## src/rtl/lcd_hex_writer_if.sv

```systemverilog
// Strobe/byte/done bundle between lcd_hex_writer and the downstream i2c_master.
// The "master" modport is the writer side, the "slave" modport is the i2c_master side.
interface lcd_hex_writer_if;
  logic       i2c_write;
  logic       i2c_send;
  logic       i2c_start;
  logic       i2c_end;
  logic [7:0] i2c_byte;
  logic       i2c_done;

  modport master (
    output i2c_write, i2c_send, i2c_start, i2c_end, i2c_byte,
    input  i2c_done
  );

  modport slave (
    input  i2c_write, i2c_send, i2c_start, i2c_end, i2c_byte,
    output i2c_done
  );
endinterface

```

## src/rtl/lcd_hex_writer.sv

```systemverilog
// Writes a 16-bit value to an I2C character LCD as 4 uppercase hex digits, one i2c_master op at a time.
// Optional feature macro LCD_LABEL_EN: prefix the digits with the two LABEL characters.
module lcd_hex_writer #(
  parameter logic [7:0]  LCD_ADDR    = 8'h7c,
  parameter logic [6:0]  CURSOR_POS  = 7'h00,
  parameter int unsigned GUARD_CYC   = 2,
  parameter int unsigned TIMEOUT_CYC = 4096,
  parameter logic [15:0] LABEL       = 16'h583d
) (
  input  logic             clk,
  input  logic             res,
  input  logic             init_done,
  input  logic             update,
  input  logic [15:0]      value,
  output logic             busy,
  output logic             err,
  lcd_hex_writer_if.master bus
);

`ifdef LCD_LABEL_EN
  localparam int N_LABEL = 2;
`else
  localparam int N_LABEL = 0;
`endif
  // Steps: 0 START, 1 addr, 2 8'h80, 3 cursor, 4 END, 5 START, 6 addr, 7 8'h40, 8.. data, last END.
  localparam logic [3:0] LAST_STEP = 4'(12 + N_LABEL);

  typedef enum logic [1:0] {OP_START, OP_END, OP_BYTE} op_t;
  typedef enum logic [1:0] {S_IDLE, S_ISSUE, S_GUARD, S_WAIT} state_t;

  state_t      state;
  logic [3:0]  step;
  logic        pending;
  logic [15:0] pend_val;
  logic [15:0] cur_val;
  logic        issue_send;
  logic [7:0]  guard_cnt;
  logic [15:0] wait_cnt;

  logic [3:0]  nxt_step;
  logic [2:0]  data_idx;
  logic [7:0]  chars [8];
  op_t         nxt_op;
  logic [7:0]  nxt_byte;
  logic        start_seq;

  function automatic logic [7:0] hex_char(input logic [3:0] n);
    return (n < 4'd10) ? 8'h30 + {4'h0, n} : 8'h37 + {4'h0, n};
  endfunction

  assign nxt_step  = step + 4'd1;
  // Without a label the data index starts at 2, skipping the two label slots.
  assign data_idx  = 3'(nxt_step - 4'd6 - 4'(N_LABEL));
  assign start_seq = (state == S_IDLE) && (pending || update) && init_done;

  always_comb begin
    chars[0] = LABEL[15:8];
    chars[1] = LABEL[7:0];
    chars[2] = hex_char(cur_val[15:12]);
    chars[3] = hex_char(cur_val[11:8]);
    chars[4] = hex_char(cur_val[7:4]);
    chars[5] = hex_char(cur_val[3:0]);
    chars[6] = 8'h00;
    chars[7] = 8'h00;
  end

  // Decode of the step that follows the current one; only consulted when leaving WAIT.
  always_comb begin
    // NOTE: every output gets a default first so no path leaves it unassigned (no latch).
    nxt_op   = OP_BYTE;
    nxt_byte = 8'h00;
    if (nxt_step == 4'd5)
      nxt_op = OP_START;
    else if (nxt_step == 4'd4 || nxt_step == LAST_STEP)
      nxt_op = OP_END;
    else if (nxt_step == 4'd1 || nxt_step == 4'd6)
      nxt_byte = LCD_ADDR;
    else if (nxt_step == 4'd2)
      nxt_byte = 8'h80;
    else if (nxt_step == 4'd3)
      nxt_byte = {1'b1, CURSOR_POS};
    else if (nxt_step == 4'd7)
      nxt_byte = 8'h40;
    else
      nxt_byte = chars[data_idx];
  end

  always_ff @(posedge clk) begin
    if (!res) begin
      state         <= S_IDLE;
      step          <= 4'd0;
      pending       <= 1'b0;
      pend_val      <= 16'h0000;
      cur_val       <= 16'h0000;
      issue_send    <= 1'b0;
      guard_cnt     <= 8'd0;
      wait_cnt      <= 16'd0;
      busy          <= 1'b0;
      err           <= 1'b0;
      bus.i2c_write <= 1'b0;
      bus.i2c_send  <= 1'b0;
      bus.i2c_start <= 1'b0;
      bus.i2c_end   <= 1'b0;
      bus.i2c_byte  <= 8'h00;
    end else begin
      // NOTE: non-blocking throughout; strobes default low so each lasts exactly one cycle.
      bus.i2c_write <= 1'b0;
      bus.i2c_send  <= 1'b0;
      bus.i2c_start <= 1'b0;
      bus.i2c_end   <= 1'b0;

      unique case (state)
        S_IDLE: begin
          if (start_seq) begin
            cur_val       <= update ? value : pend_val;
            pending       <= 1'b0;
            err           <= 1'b0;
            busy          <= 1'b1;
            step          <= 4'd0;
            bus.i2c_start <= 1'b1;
            issue_send    <= 1'b0;
            state         <= S_ISSUE;
          end
        end

        S_ISSUE: begin
          if (issue_send) begin
            bus.i2c_send <= 1'b1;
            issue_send   <= 1'b0;
          end else begin
            guard_cnt <= 8'd0;
            state     <= S_GUARD;
          end
        end

        // The master's done still reflects the previous op for a cycle after a strobe.
        S_GUARD: begin
          if (guard_cnt == 8'(GUARD_CYC - 1)) begin
            wait_cnt <= 16'd0;
            state    <= S_WAIT;
          end else begin
            guard_cnt <= guard_cnt + 8'd1;
          end
        end

        S_WAIT: begin
          if (bus.i2c_done) begin
            if (step == LAST_STEP) begin
              busy  <= 1'b0;
              state <= S_IDLE;
            end else begin
              step  <= nxt_step;
              state <= S_ISSUE;
              case (nxt_op)
                OP_START: bus.i2c_start <= 1'b1;
                OP_END:   bus.i2c_end   <= 1'b1;
                default: begin
                  bus.i2c_write <= 1'b1;
                  bus.i2c_byte  <= nxt_byte;
                  issue_send    <= 1'b1;
                end
              endcase
            end
          end else if (wait_cnt == 16'(TIMEOUT_CYC - 1)) begin
            err     <= 1'b1;
            busy    <= 1'b0;
            pending <= 1'b0;
            state   <= S_IDLE;
          end else begin
            wait_cnt <= wait_cnt + 16'd1;
          end
        end

        default: state <= S_IDLE;
      endcase

      // Placed after the FSM so an update always lands in the buffer, even on a timeout cycle.
      if (update && !start_seq) begin
        pend_val <= value;
        pending  <= 1'b1;
      end
    end
  end

endmodule
```

## src/flat_wrapper.sv

```systemverilog
// flat-port wrapper written by rule: the top's interface ports become plain ports
module lcd_hex_writer_flat 
#(
  parameter logic [7:0]  LCD_ADDR    = 8'h7c,
  parameter logic [6:0]  CURSOR_POS  = 7'h00,
  parameter int unsigned GUARD_CYC   = 2,
  parameter int unsigned TIMEOUT_CYC = 4096,
  parameter logic [15:0] LABEL       = 16'h583d
)
  (clk, res, init_done, update, value, busy, err, bus_i2c_write, bus_i2c_send, bus_i2c_start, bus_i2c_end, bus_i2c_byte, bus_i2c_done);
  lcd_hex_writer_if bus_i ();
  input  logic clk;
  input  logic res;
  input  logic init_done;
  input  logic update;
  input  logic [15:0] value;
  output logic busy;
  output logic err;
  output wire logic [$bits(bus_i.i2c_write)-1:0] bus_i2c_write;
  output wire logic [$bits(bus_i.i2c_send)-1:0] bus_i2c_send;
  output wire logic [$bits(bus_i.i2c_start)-1:0] bus_i2c_start;
  output wire logic [$bits(bus_i.i2c_end)-1:0] bus_i2c_end;
  output wire logic [$bits(bus_i.i2c_byte)-1:0] bus_i2c_byte;
  input wire logic [$bits(bus_i.i2c_done)-1:0] bus_i2c_done;
  assign bus_i2c_write = bus_i.i2c_write;
  assign bus_i2c_send = bus_i.i2c_send;
  assign bus_i2c_start = bus_i.i2c_start;
  assign bus_i2c_end = bus_i.i2c_end;
  assign bus_i2c_byte = bus_i.i2c_byte;
  assign bus_i.i2c_done = bus_i2c_done;
  lcd_hex_writer #(.LCD_ADDR(LCD_ADDR), .CURSOR_POS(CURSOR_POS), .GUARD_CYC(GUARD_CYC), .TIMEOUT_CYC(TIMEOUT_CYC), .LABEL(LABEL)) u_core (.clk(clk), .res(res), .init_done(init_done), .update(update), .value(value), .busy(busy), .err(err), .bus(bus_i));
endmodule
```

## config.mk

```make
export PLATFORM = sky130hd
export DESIGN_NAME = lcd_hex_writer_flat
export DESIGN_NICKNAME = d
export VERILOG_FILES = /design/src/rtl/lcd_hex_writer_if.sv /design/src/rtl/lcd_hex_writer.sv /design/src/flat_wrapper.sv
export SDC_FILE = /design/constraint.sdc
export NUM_CORES = 1
export LEC_CHECK = 0
export ABC_AREA = 1
export CAP_MARGIN = 40
export CORE_MARGIN = 3
export CORE_UTILIZATION = 55
export DETAILED_ROUTE_END_ITERATION = 6
export GPL_ROUTABILITY_DRIVEN = 1
export PLACE_DENSITY = 0.76
export SYNTH_ARGS = -nofsm -noshare
export SYNTH_HDL_FRONTEND = slang
export SYNTH_SLANG_ARGS = --single-unit
```

## constraint.sdc

```tcl
create_clock -name clk -period 2.5 [get_ports clk]
set_input_delay 0.5 -clock clk [delete_from_list [all_inputs] [get_ports clk]]
set_output_delay 0.5 -clock clk [all_outputs]
set_load 0.05 [all_outputs]
```

## Yosys cells after proc, flatten, opt, wreduce, memory -nomap -nowiden

Cells that the tools add are included.
W data, S select, Z words.

| word-level totals | value |
|---|---|
| register bits after elaboration | 78 |
| input bits | 21 |
| word-level logic and storage cells | 153 |

| operators by class | value |
|---|---|
| add/sub/neg operators | 12 |
| magnitude comparators | 5 |
| equality and inequality tests | 30 |
| multiplexer cells | 58 |
| bitwise operators | 6 |
| reductions and logical operators | 27 |

Operator list:

| operator | count |
|---|---|
| $mux W8 | 14 |
| $mux W16 | 4 |
| $add A6 B4 Y7 const A | 8 |
| $pmux W16 S2 | 1 |
| $reduce_and A4 Y1 | 7 |
| $bmux W8 S3 | 1 |
| $mux W1 | 20 |
| $add A16 B1 Y16 const B | 1 |
| $eq A16 B12 Y1 const B | 1 |
| $eq A4 B3 Y1 const B | 4 |
| $lt A4 B4 Y1 const B | 4 |
| $pmux W8 S2 | 1 |
| $mux W2 | 7 |
| $ne A2 B2 Y1 const B | 7 |
| $mux W4 | 3 |
| $ne A3 B2 Y1 const B | 4 |
| $add A8 B1 Y8 const B | 1 |
| $eq A4 B2 Y1 const B | 2 |
| $eq A4 B4 Y1 const B | 2 |
| $eq A8 B1 Y1 const B | 1 |
| $pmux W1 S2 | 4 |
| $pmux W2 S4 | 1 |
| $pmux W4 S2 | 1 |
| $ne A2 B1 Y1 const B | 3 |
| 21 further kinds | 36 |

## Longest topological paths before layout

Gate-level depths: netlist (run 1).

| logic depth | value |
|---|---|
| depth after elaboration | 12 |
| depth in mapped cells | 14 |
| gate-level depth less buffers | 13 |

## Worst setup path before layout (run 1)

OpenSTA, ideal clock, no wires.

| timing path | value |
|---|---|
| kind | reg-to-reg |
| start | register u_core.step[0] |
| end | register u_core.bus.i2c_byte[0] |
| arrival | 1.891 ns |
| data required time | 2.429 ns |
| slack | 0.539 ns |
| stages on the path, launching flop included | 15 |
| path buffers | 3 |
| path through | dfxtp_1 buf_2 inv_1 buf_2 ha_1 clkbuf_1 nor2_2 inv_1 nand2_1 inv_2 nand2_1 inv_1 nor2_1 nand2_1 a21oi_1 |

| on the way | value |
|---|---|
| longest elaborated chain between the ends | 12 |

Ends and longest elaborated chain:

| what | line | source |
|---|---|---|
| from (decl) | lcd_hex_writer.sv:32 | `logic [3:0] step;` |
| from (signal assigned) | lcd_hex_writer.sv:152 | `step <= nxt_step;` |
| $add A4 B1 Y4 | lcd_hex_writer.sv:51 | `assign nxt_step = step + 4'd1;` |
| $sub A3 B3 Y3 | lcd_hex_writer.sv:53 | `assign data_idx = 3'(nxt_step - 4'd6 - 4'(N_LABEL));` |
| $not A3 Y4 (implied by the code) | lcd_hex_writer.sv:85 | `nxt_byte = chars[data_idx];` |
| $bmux W8 S3 | lcd_hex_writer.sv:85 |  |
| $mux W8 (implied by the code) (2 in a row) | lcd_hex_writer.sv:85 |  |
| $mux W8 | lcd_hex_writer.sv:82 | `else if (nxt_step == 4'd7)` |
| $mux W8 | lcd_hex_writer.sv:80 | `else if (nxt_step == 4'd3)` |
| $mux W8 | lcd_hex_writer.sv:78 | `else if (nxt_step == 4'd2)` |
| $mux W8 | lcd_hex_writer.sv:76 | `else if (nxt_step == 4'd1 \|\| nxt_step == 4'd6)` |
| $mux W8 | lcd_hex_writer.sv:74 | `else if (nxt_step == 4'd4 \|\| nxt_step == LAST_STEP)` |
| $mux W8 | lcd_hex_writer.sv:72 | `if (nxt_step == 4'd5)` |
| to (signal assigned) | lcd_hex_writer.sv:159 | `bus.i2c_byte <= nxt_byte;` |
| to (decl) | lcd_hex_writer_if.sv:12 | `output i2c_write, i2c_send, i2c_start, i2c_end, i2c_byte,` |

Parallel ways exist; a longest one is shown, timed or not. The select of a mux whose other input is x is not followed.
A chain may end at the register's enable or synchronous reset.

## Worst setup path in the final report (run 1)

Ends and elaborated chain as after synthesis.

==> impl_metrics.json, run 1 <==
{
  "layout-drive-gt1-share_pct": 10.57,
  "synthCells": 660,
  "yosysTopAreaCellShare_pct": 35.22,
  "ys_top_cells_by_area": "dfxtp_1 35%, nand2_1 16%, a21oi_1 5.2%, nand3_1 5.1%, inv_1 5.0%",
  "finalCriticalPeriod_ns": 2.117,
  "grt_usage_pct": 23.68,
  "path_clk_slew_ns": 0.08,
  "hold_end": "u_core.bus.i2c_send",
  "path_cells": "inv_1 -> ha_1 -> nor2_2 -> inv_1 -> nand2_1 -> inv_2 -> nand2_1 -> inv_1 -> nor2_1 -> nand2_1 -> a21oi_1",
  "drv_slew": 0,
  "rows": 32,
  "tightest_slew_ns": 0.5121,
  "fin_nets": 732,
  "synth_nets": 697,
  "final_hold_viol_count": 0,
  "grt_pass1_wl_um": 17420,
  "r2r-start": "u_core.step[0]",
  "r2r-end": "u_core.bus.i2c_byte[0]",
  "r2r_cells": 11,
  "viasPerCell": 5.360,
  "synth.top_cells.by_count": "185 x nand2_1, 78 x dfxtp_1, 59 x inv_1, 53 x nor2_1, 46 x a21oi_1",
  "synthDistinctLibCells": 37,
  "final.setup_skew_ns": 0.008294,
  "die_h_um": 95.78,
  "min_path_type": "reg2reg",
  "maxCapViolations": 0,
  "htree_levels": 3,
  "regToRegSetupSlack_ns": 0.38,
  "cts_made_buffers": 9,
  "yosysTopAreaCell": "dfxtp_1",
  "gp_congestion": 0.8710,
  "rsz0062_at_grt": "false",
  "yosysMostFrequentCell": "nand2_1",
  "coreArea_sq_um": 7767,
  "fmax_mhz": 472.3,
  "setup_violations": 0,
  "postSynth.asyncResetShare_pct": 0,
  "avgRoutedWirePerCell_um": 12.65,
  "status": "finished, final reports clean",
  "power_density_nw_per_um2": 791.2,
  "ant_nets": 0,
  "die_w_um": 95.78,
  "post_cts_buffers": 0,
  "crit_arrival_ns": 2.41,
  "yosys_warnings": 0,
  "drc": 0,
  "numPortBuffers": 34,
  "cts_sinks": 78,
  "hp-start": "u_core.issue_send",
  "ios": 35,
  "root_buffer": "clkbuf_8",
  "crit_required_ns": 2.79,
  "ys_seq_area_share_pct": 35.22,
  "synth_area_per_cell_sq_um": 6.717,
  "fin_cells": 802,
  "place_hpwl_um": 7425,
  "clk_path_buf_depth": 2,
  "grt_max_degree": 28,
  "num_vias": 4299,
  "grt.overflow.total": 0,
  "min_path_cells": 2,
  "first_iter_violations": 239,
  "synth-edff-count": 0,
  "whs_ns": 0.4609,
  "start_util_pct": 57.07,
  "ir_drop_v": 0.0005303,
  "relSlewSlack_pct": 65.63,
  "ys.flop_type": "dfxtp_1",
  "clock_latency_ns": 0.36,
  "firstDrtPassIters": 4,
  "crit_fanout": 12,
  "finalWirelength_um": 10150,
  "area_growth_pct": 14.85,
  "antenna_found_initial": 0,
  "grt_pass1_vias": 3891,
  "min_period_over_period_pct": 84.70,
  "insertedDiodeCount": 0,
  "setup_tns_ns": 0,
  "leakage_nw": 1.998,
  "slowest_stage": "dfxtp_1",
  "critPathMaxStageDelay_ns": 0.57,
  "cts_hold_buf": 0,
  "syn_area_sq_um": 4433,
  "cts_tree": "built",
  "ys_ff_latch": 78,
  "cts_resized": 0,
  "post-place-cells": 786,
  "start_kind": "flip-flop",
  "critical_path_class": "reg2reg",
  "cp-end-kind": "flip-flop",
  "die_area_sq_um": 9173
}
-- per-layer routing --
| metal | global-route usage (%) | vias to the layer above | routed length, um |
|---|---|---|---|
| met4 | 6.043 | 0 | 93 |
| li1 | - | 2224 | - |
| met2 | 38.68 | 106 | 4625 |
| met3 | 5.629 | 9 | 543 |
| met1 | 31.47 | 1960 | 4886 |
| met5 | 0 | - | 0 |
-- per-stage QoR --
step | worst slack (ns) | instance area [sq um] | power (mW) | utilization (%)
3_3_place_gp | 0.4427 | 4885 | 3.000 | 62.89
2_1_floorplan | 0.5389 | 4433 | 2.697 | -
5_1_grt | 0.1790 | 5091 | 4.329 | 65.54
4_1_cts | 0.4034 | 5091 | 4.047 | 65.54
3_5_place_dp | 0.3879 | 4885 | 3.054 | 62.89
6_report | 0.3825 | 5091 | 4.028 | 65.54
-- sequential cells by signal, indices dropped and copies added, names as in the netlist, 2 cells and up --
| name | cells |
|---|---|
| u_core.bus.i2c_byte | 8 |
| u_core.step | 4 |
| u_core.cur_val | 16 |
| u_core.state | 2 |
| u_core.guard_cnt | 8 |
| u_core.wait_cnt | 16 |
| u_core.pend_val | 16 |
-- cell families after synthesis --
kind of cell               share of synthesized area [%]
DFF                                                35.22
adders and majority gates                          4.516
AOI/OAI and AO/OA                                  16.54
xor gates and xnor gates                           2.173
and+or+nand+nor                                    33.08
buffers and inverters                              8.468
-- report_power, final --
group / internal (mW) / total [mW] / switching (mW)
Sequential: 1.40 / 1.56 / 0.158
Clock: 0.493 / 0.981 / 0.488
Combinational: 0.525 / 1.49 / 0.962
Total: 2.42 / 4.03 / 1.61
-- layout by cell type (no fill, tap or decap), drive strengths merged, types with 2 or more instances in the layout --
master         instances
a211oi                 5
a21oi                 57
a31oi                 17
buf                   14
clkbuf                10
clkdlybuf4s50         34
clkinv                 5
dfxtp                 78
ha                    16
inv                   66
nand2                201
nand3                 45
nand4                  8
nor2                  60
nor3                  15
nor3b                  3
o211ai                 2
o21ai                 43
or2                    3
xnor2                  3
xor2                   8
-- final cells by class --
cell class	instances	area, sq um
Fill cell	736	2676
Multi-Input combinational cell	491	2496
Sequential cell	78	1562
Timing Repair Buffer	48	445.4
Inverter	67	254.0
Clock buffer	10	137.6
Tap cell	102	127.6
Clock inverter	6	68.82
-- critical path: cells and delay by family, from the launching register on --
family | cells | cell delay (ns)
adder cells (fa/ha/maj) | 1 | 0.46
buffers and inverters | 4 | 0.34
AND/OR/NAND/NOR | 5 | 0.57
AO/OA/AOI/OAI | 1 | 0.11
flip-flops | 1 | 0.57
-- worst max-delay path by stage --
stage | start | to | slack, ns | cells after the start
6_report | u_core.step[0] | u_core.bus.i2c_byte[0] | 0.38 | 11
5_1_grt | u_core.step[0] | u_core.bus.i2c_byte[0] | 0.18 | 11
4_1_cts | u_core.step[0] | u_core.bus.i2c_byte[0] | 0.40 | 11
3_5_place_dp | update | u_core.pend_val[1] | 0.39 | 8
3_3_place_gp | update | u_core.pend_val[10] | 0.44 | 8
2_1_floorplan | u_core.step[0] | u_core.bus.i2c_byte[0] | 0.54 | 14
Power figures use the tool's default switching activity.
==> run 2: changes to the inputs <==
- clock period: 2.5 -> 2.1 ns (I/O delays scaled with it)
==> impl_metrics.json, run 2 (same netlist as run 1, synthesis figures left out) <==
{
  "fin_util_pct": 65.64,
  "numPortBuffers": 34,
  "grt_usage_pct": 22.45,
  "grt.overflow.total": 0,
  "coreArea_sq_um": 7767,
  "start_util_pct": 57.07,
  "finalWirelength_um": 10100,
  "rows": 32,
  "gp_congestion": 0.8279,
  "critPathMaxStageDelay_ns": 0.82,
  "drv_slew": 0,
  "final_hold_viol_count": 0,
  "layout_commonest_cell": "nand2_1",
  "die_h_um": 95.78,
  "rsz0062_at_grt": "false",
  "cts_hold_buf": 0,
  "setup_tns_ns": 0,
  "die_w_um": 95.78,
  "fin_total_pwr_mw": 4.751,
  "htree_levels": 3,
  "path_cells": "clkdlybuf4s50_1",
  "tightest_slew_ns": 0.5343,
  "highest_layer": "met4",
  "fin_nets": 733,
  "clock_latency_ns": 0.36,
  "final.setup_skew_ns": 0.01207,
  "min_period_over_period_pct": 93.69,
  "ios": 35,
  "layout-drive-gt1-share_pct": 10.84,
  "grt_pass1_wl_um": 16540,
  "viasPerCell": 5.462,
  "grt_max_degree": 35,
  "crit_required_ns": 1.68,
  "path_clk_slew_ns": 0.08,
  "wl_met2_um": 4550,
  "leakage_nw": 1.995,
  "slowest_stage": "clkdlybuf4s50_1",
  "start_kind": "flip-flop",
  "wl_met1_um": 4809,
  "drc": 0,
  "min_path_type": "reg2reg",
  "ant_nets": 0,
  "cts_sinks": 78,
  "finalCriticalPeriod_ns": 1.967,
  "reg_top3": "u_core.cur_val x16, u_core.pend_val x16, u_core.wait_cnt x16",
  "cp_top_family": "buffers and inverters",
  "antenna_found_initial": 0,
  "maxCapViolations": 0,
  "area_growth_pct": 15.02,
  "fmax_mhz": 508.3,
  "die_area_sq_um": 9173,
  "final_cell_mix": "185 x nand2_1, 78 x dfxtp_1, 59 x inv_1",
  "power_density_nw_per_um2": 931.8,
  "cp-end-kind": "output pin",
  "num_vias": 4386,
  "fin_cells": 803,
  "insertedDiodeCount": 0,
  "clk_path_buf_depth": 2,
  "root_buffer": "clkbuf_8",
  "setup_violations": 0,
  "firstDrtPassIters": 5,
  "avgRoutedWirePerCell_um": 12.58,
  "cts_tree": "built",
  "critical_path_class": "reg2out",
  "crit_fanout": 2,
  "grt_pass1_vias": 3771,
  "crit_arrival_ns": 1.55,
  "cp_num_buf_inv": 1,
  "dr_wl_met3_um": 613,
  "relSlewSlack_pct": 64.00,
  "post-place-cells": 787,
  "status": "finished, final reports clean",
  "cts_made_buffers": 9,
  "place_hpwl_um": 7279,
  "ir_drop_v": 0.0004134,
  "first_iter_violations": 245
}
run 2: cell type report:
| class | count | area (sq um) |
|---|---|---|
| multi-input combinational | 491 | 2500 |
| clock buffer | 10 | 137.6 |
| clock inverter | 6 | 52.55 |
| inverter | 67 | 254.0 |
| timing repair buffer | 49 | 465.4 |
| tap | 102 | 127.6 |
| fill | 693 | 2669 |
| sequential | 78 | 1562 |
run 2: tightest hold or removal path: cells and delay by family, from the launching register on:
family           cells  cell delay [ns]
flip-flops           1             0.31
AO/OA/AOI/OAI        1             0.05
AND/OR/NAND/NOR      1             0.06
run 2: worst paths after layout:
path,startpoint,to,slack [ns],cells past startpoint
worst max-delay path,u_core.busy,busy,0.13,1
worst min-delay path,u_core.pending,u_core.pending,0.46,2
worst max register to register,u_core.step[0],u_core.bus.i2c_byte[0],0.15,11
worst min register to register,u_core.pending,u_core.pending,0.46,2
run 2: power breakdown:
part	switching, mW	internal [mW]	total, mW	leakage, nW
registers	0.176	1.67	1.85	0.636
clock network	0.629	0.480	1.11	0.0914
logic	1.15	0.642	1.80	1.27
total	1.96	2.79	4.75	2.00
run 2: timing repair:
| action | CTS | global route |
|---|---|---|
| resized for setup | 0 | 1 |
| setup buffers | 0 | 0 |
| endpoints found under the setup margin | 0 | 1 |
run 2: per-layer routing:
metal | vias to the layer above | global-route usage, %
li1 | 2224 | -
met2 | 142 | 35.90
met1 | 2004 | 30.84
met4 | 0 | 7.701
met5 | - | 0
met3 | 16 | 3.440
run 2: per-stage QoR:
stage	cell area, sq um	setup WS, ns	hold WS [ns]
global placement	4905	0.1463	0.4479
floorplan	4433	0.1389	0.4321
global route	5099	0.002257	0.4836
CTS	5095	0.1270	0.4659
detailed placement	4905	0.07925	0.4535
finish	5099	0.1326	0.4626
==> run 3: changes to the inputs <==
- MAX_ROUTING_LAYER: unset -> met4
==> impl_metrics.json, run 3 (same netlist as run 1, synthesis figures left out) <==
{
  "place_area_sq_um": 4905,
  "slowest_stage": "clkdlybuf4s50_1",
  "crit_fanout": 2,
  "num_vias": 4347,
  "fin_cells": 803,
  "ios": 35,
  "finalCriticalPeriod_ns": 1.955,
  "rows": 32,
  "fin_total_pwr_mw": 4.735,
  "start_util_pct": 57.07,
  "crit_required_ns": 1.68,
  "htree_levels": 3,
  "die_area_sq_um": 9173,
  "area_growth_pct": 15.02,
  "clock_latency_ns": 0.35,
  "grt_usage_pct": 23.11,
  "start_kind": "flip-flop",
  "antenna_found_initial": 0,
  "layout-drive-gt1-share_pct": 10.84,
  "reg_top3": "u_core.cur_val x16, u_core.pend_val x16, u_core.wait_cnt x16",
  "drc": 0,
  "rsz0062_at_grt": "false",
  "grt.overflow.total": 0,
  "gp_congestion": 0.8405,
  "relSlewSlack_pct": 64.74,
  "setup_violations": 0,
  "final_hold_viol_count": 0,
  "insertedDiodeCount": 0,
  "fin_ws_ns": 0.1446,
  "cp_top_family": "buffers and inverters",
  "layout_commonest_cell": "nand2_1",
  "viasPerCell": 5.413,
  "min_period_over_period_pct": 93.12,
  "hp-start": "u_core.pending",
  "cts_made_buffers": 9,
  "setup_tns_ns": 0,
  "root_buffer": "clkbuf_8",
  "fmax_mhz": 511.4,
  "r2r-start": "u_core.step[0]",
  "post_cts_buffers": 0,
  "cts_sinks": 78,
  "cp_num_buf_inv": 1,
  "ir_drop_v": 0.0004138,
  "grt_pass1_wl_um": 16550,
  "fin_nets": 733,
  "coreArea_sq_um": 7767,
  "grt_pass1_vias": 3763,
  "post-place-cells": 787,
  "status": "finished, final reports clean",
  "power_density_nw_per_um2": 928.7,
  "fin_util_pct": 65.64,
  "maxCapViolations": 0,
  "critical_path_class": "reg2out",
  "cp-end-kind": "output pin",
  "dp_slack_ns": 0.07925,
  "min_path_type": "reg2reg",
  "critPathMaxStageDelay_ns": 0.81,
  "whs_ns": 0.4628,
  "grt_max_degree": 35,
  "final_cell_mix": "185 x nand2_1, 78 x dfxtp_1, 59 x inv_1",
  "path_cells": "clkdlybuf4s50_1",
  "die_h_um": 95.78,
  "crit_arrival_ns": 1.54,
  "avgRoutedWirePerCell_um": 12.49,
  "finalWirelength_um": 10030,
  "clk_path_buf_depth": 2,
  "cts_tree": "built",
  "tightest_slew_ns": 0.5234,
  "firstDrtPassIters": 5,
  "drv_slew": 0,
  "die_w_um": 95.78,
  "worstSetupStartpoint": "u_core.err",
  "path_clk_slew_ns": 0.09,
  "final.setup_skew_ns": 0.01099,
  "numPortBuffers": 34,
  "leakage_nw": 1.995,
  "fin_area_sq_um": 5099,
  "first_iter_violations": 234,
  "place_hpwl_um": 7279,
  "ant_nets": 0
}
[run 3: final timing paths]
kind | endpoint | slack, ns | cells past startpoint
setup / recovery | err | 0.14 | 1
hold / removal | u_core.pending | 0.46 | 2
setup reg to reg | u_core.bus.i2c_byte[0] | 0.15 | 11
hold reg to reg | u_core.pending | 0.46 | 2
[run 3: final cells by class]
cell class / count / area, sq um
multi-input combinational: 491 / 2500
inverter: 67 / 254.0
clock inverter: 6 / 52.55
fill: 693 / 2669
clock buffer: 10 / 137.6
timing repair buffer: 49 / 465.4
tap: 102 / 127.6
sequential: 78 / 1562
[run 3: layer usage]
layer  track usage [%]  vias up  routed length (um)
met2             35.90      130                4569
met4             7.701        0                  92
met5                 -        -                   0
li1                  -     2220                   -
met1             30.89     1986                4787
met3             3.440       11                 579
[run 3: power by group]
| group | internal [mW] | switching [mW] | leakage (nW) |
|---|---|---|---|
| sequential | 1.67 | 0.174 | 0.636 |
| combinational | 0.642 | 1.15 | 1.27 |
| clock | 0.480 | 0.619 | 0.0914 |
[run 3: what timing repair did]
item / CTS / global route
hold buffers: 0 / 0
hold endpoints to repair: 0 / 0
resized for setup: 0 / 1
setup endpoints to repair: 0 / 1
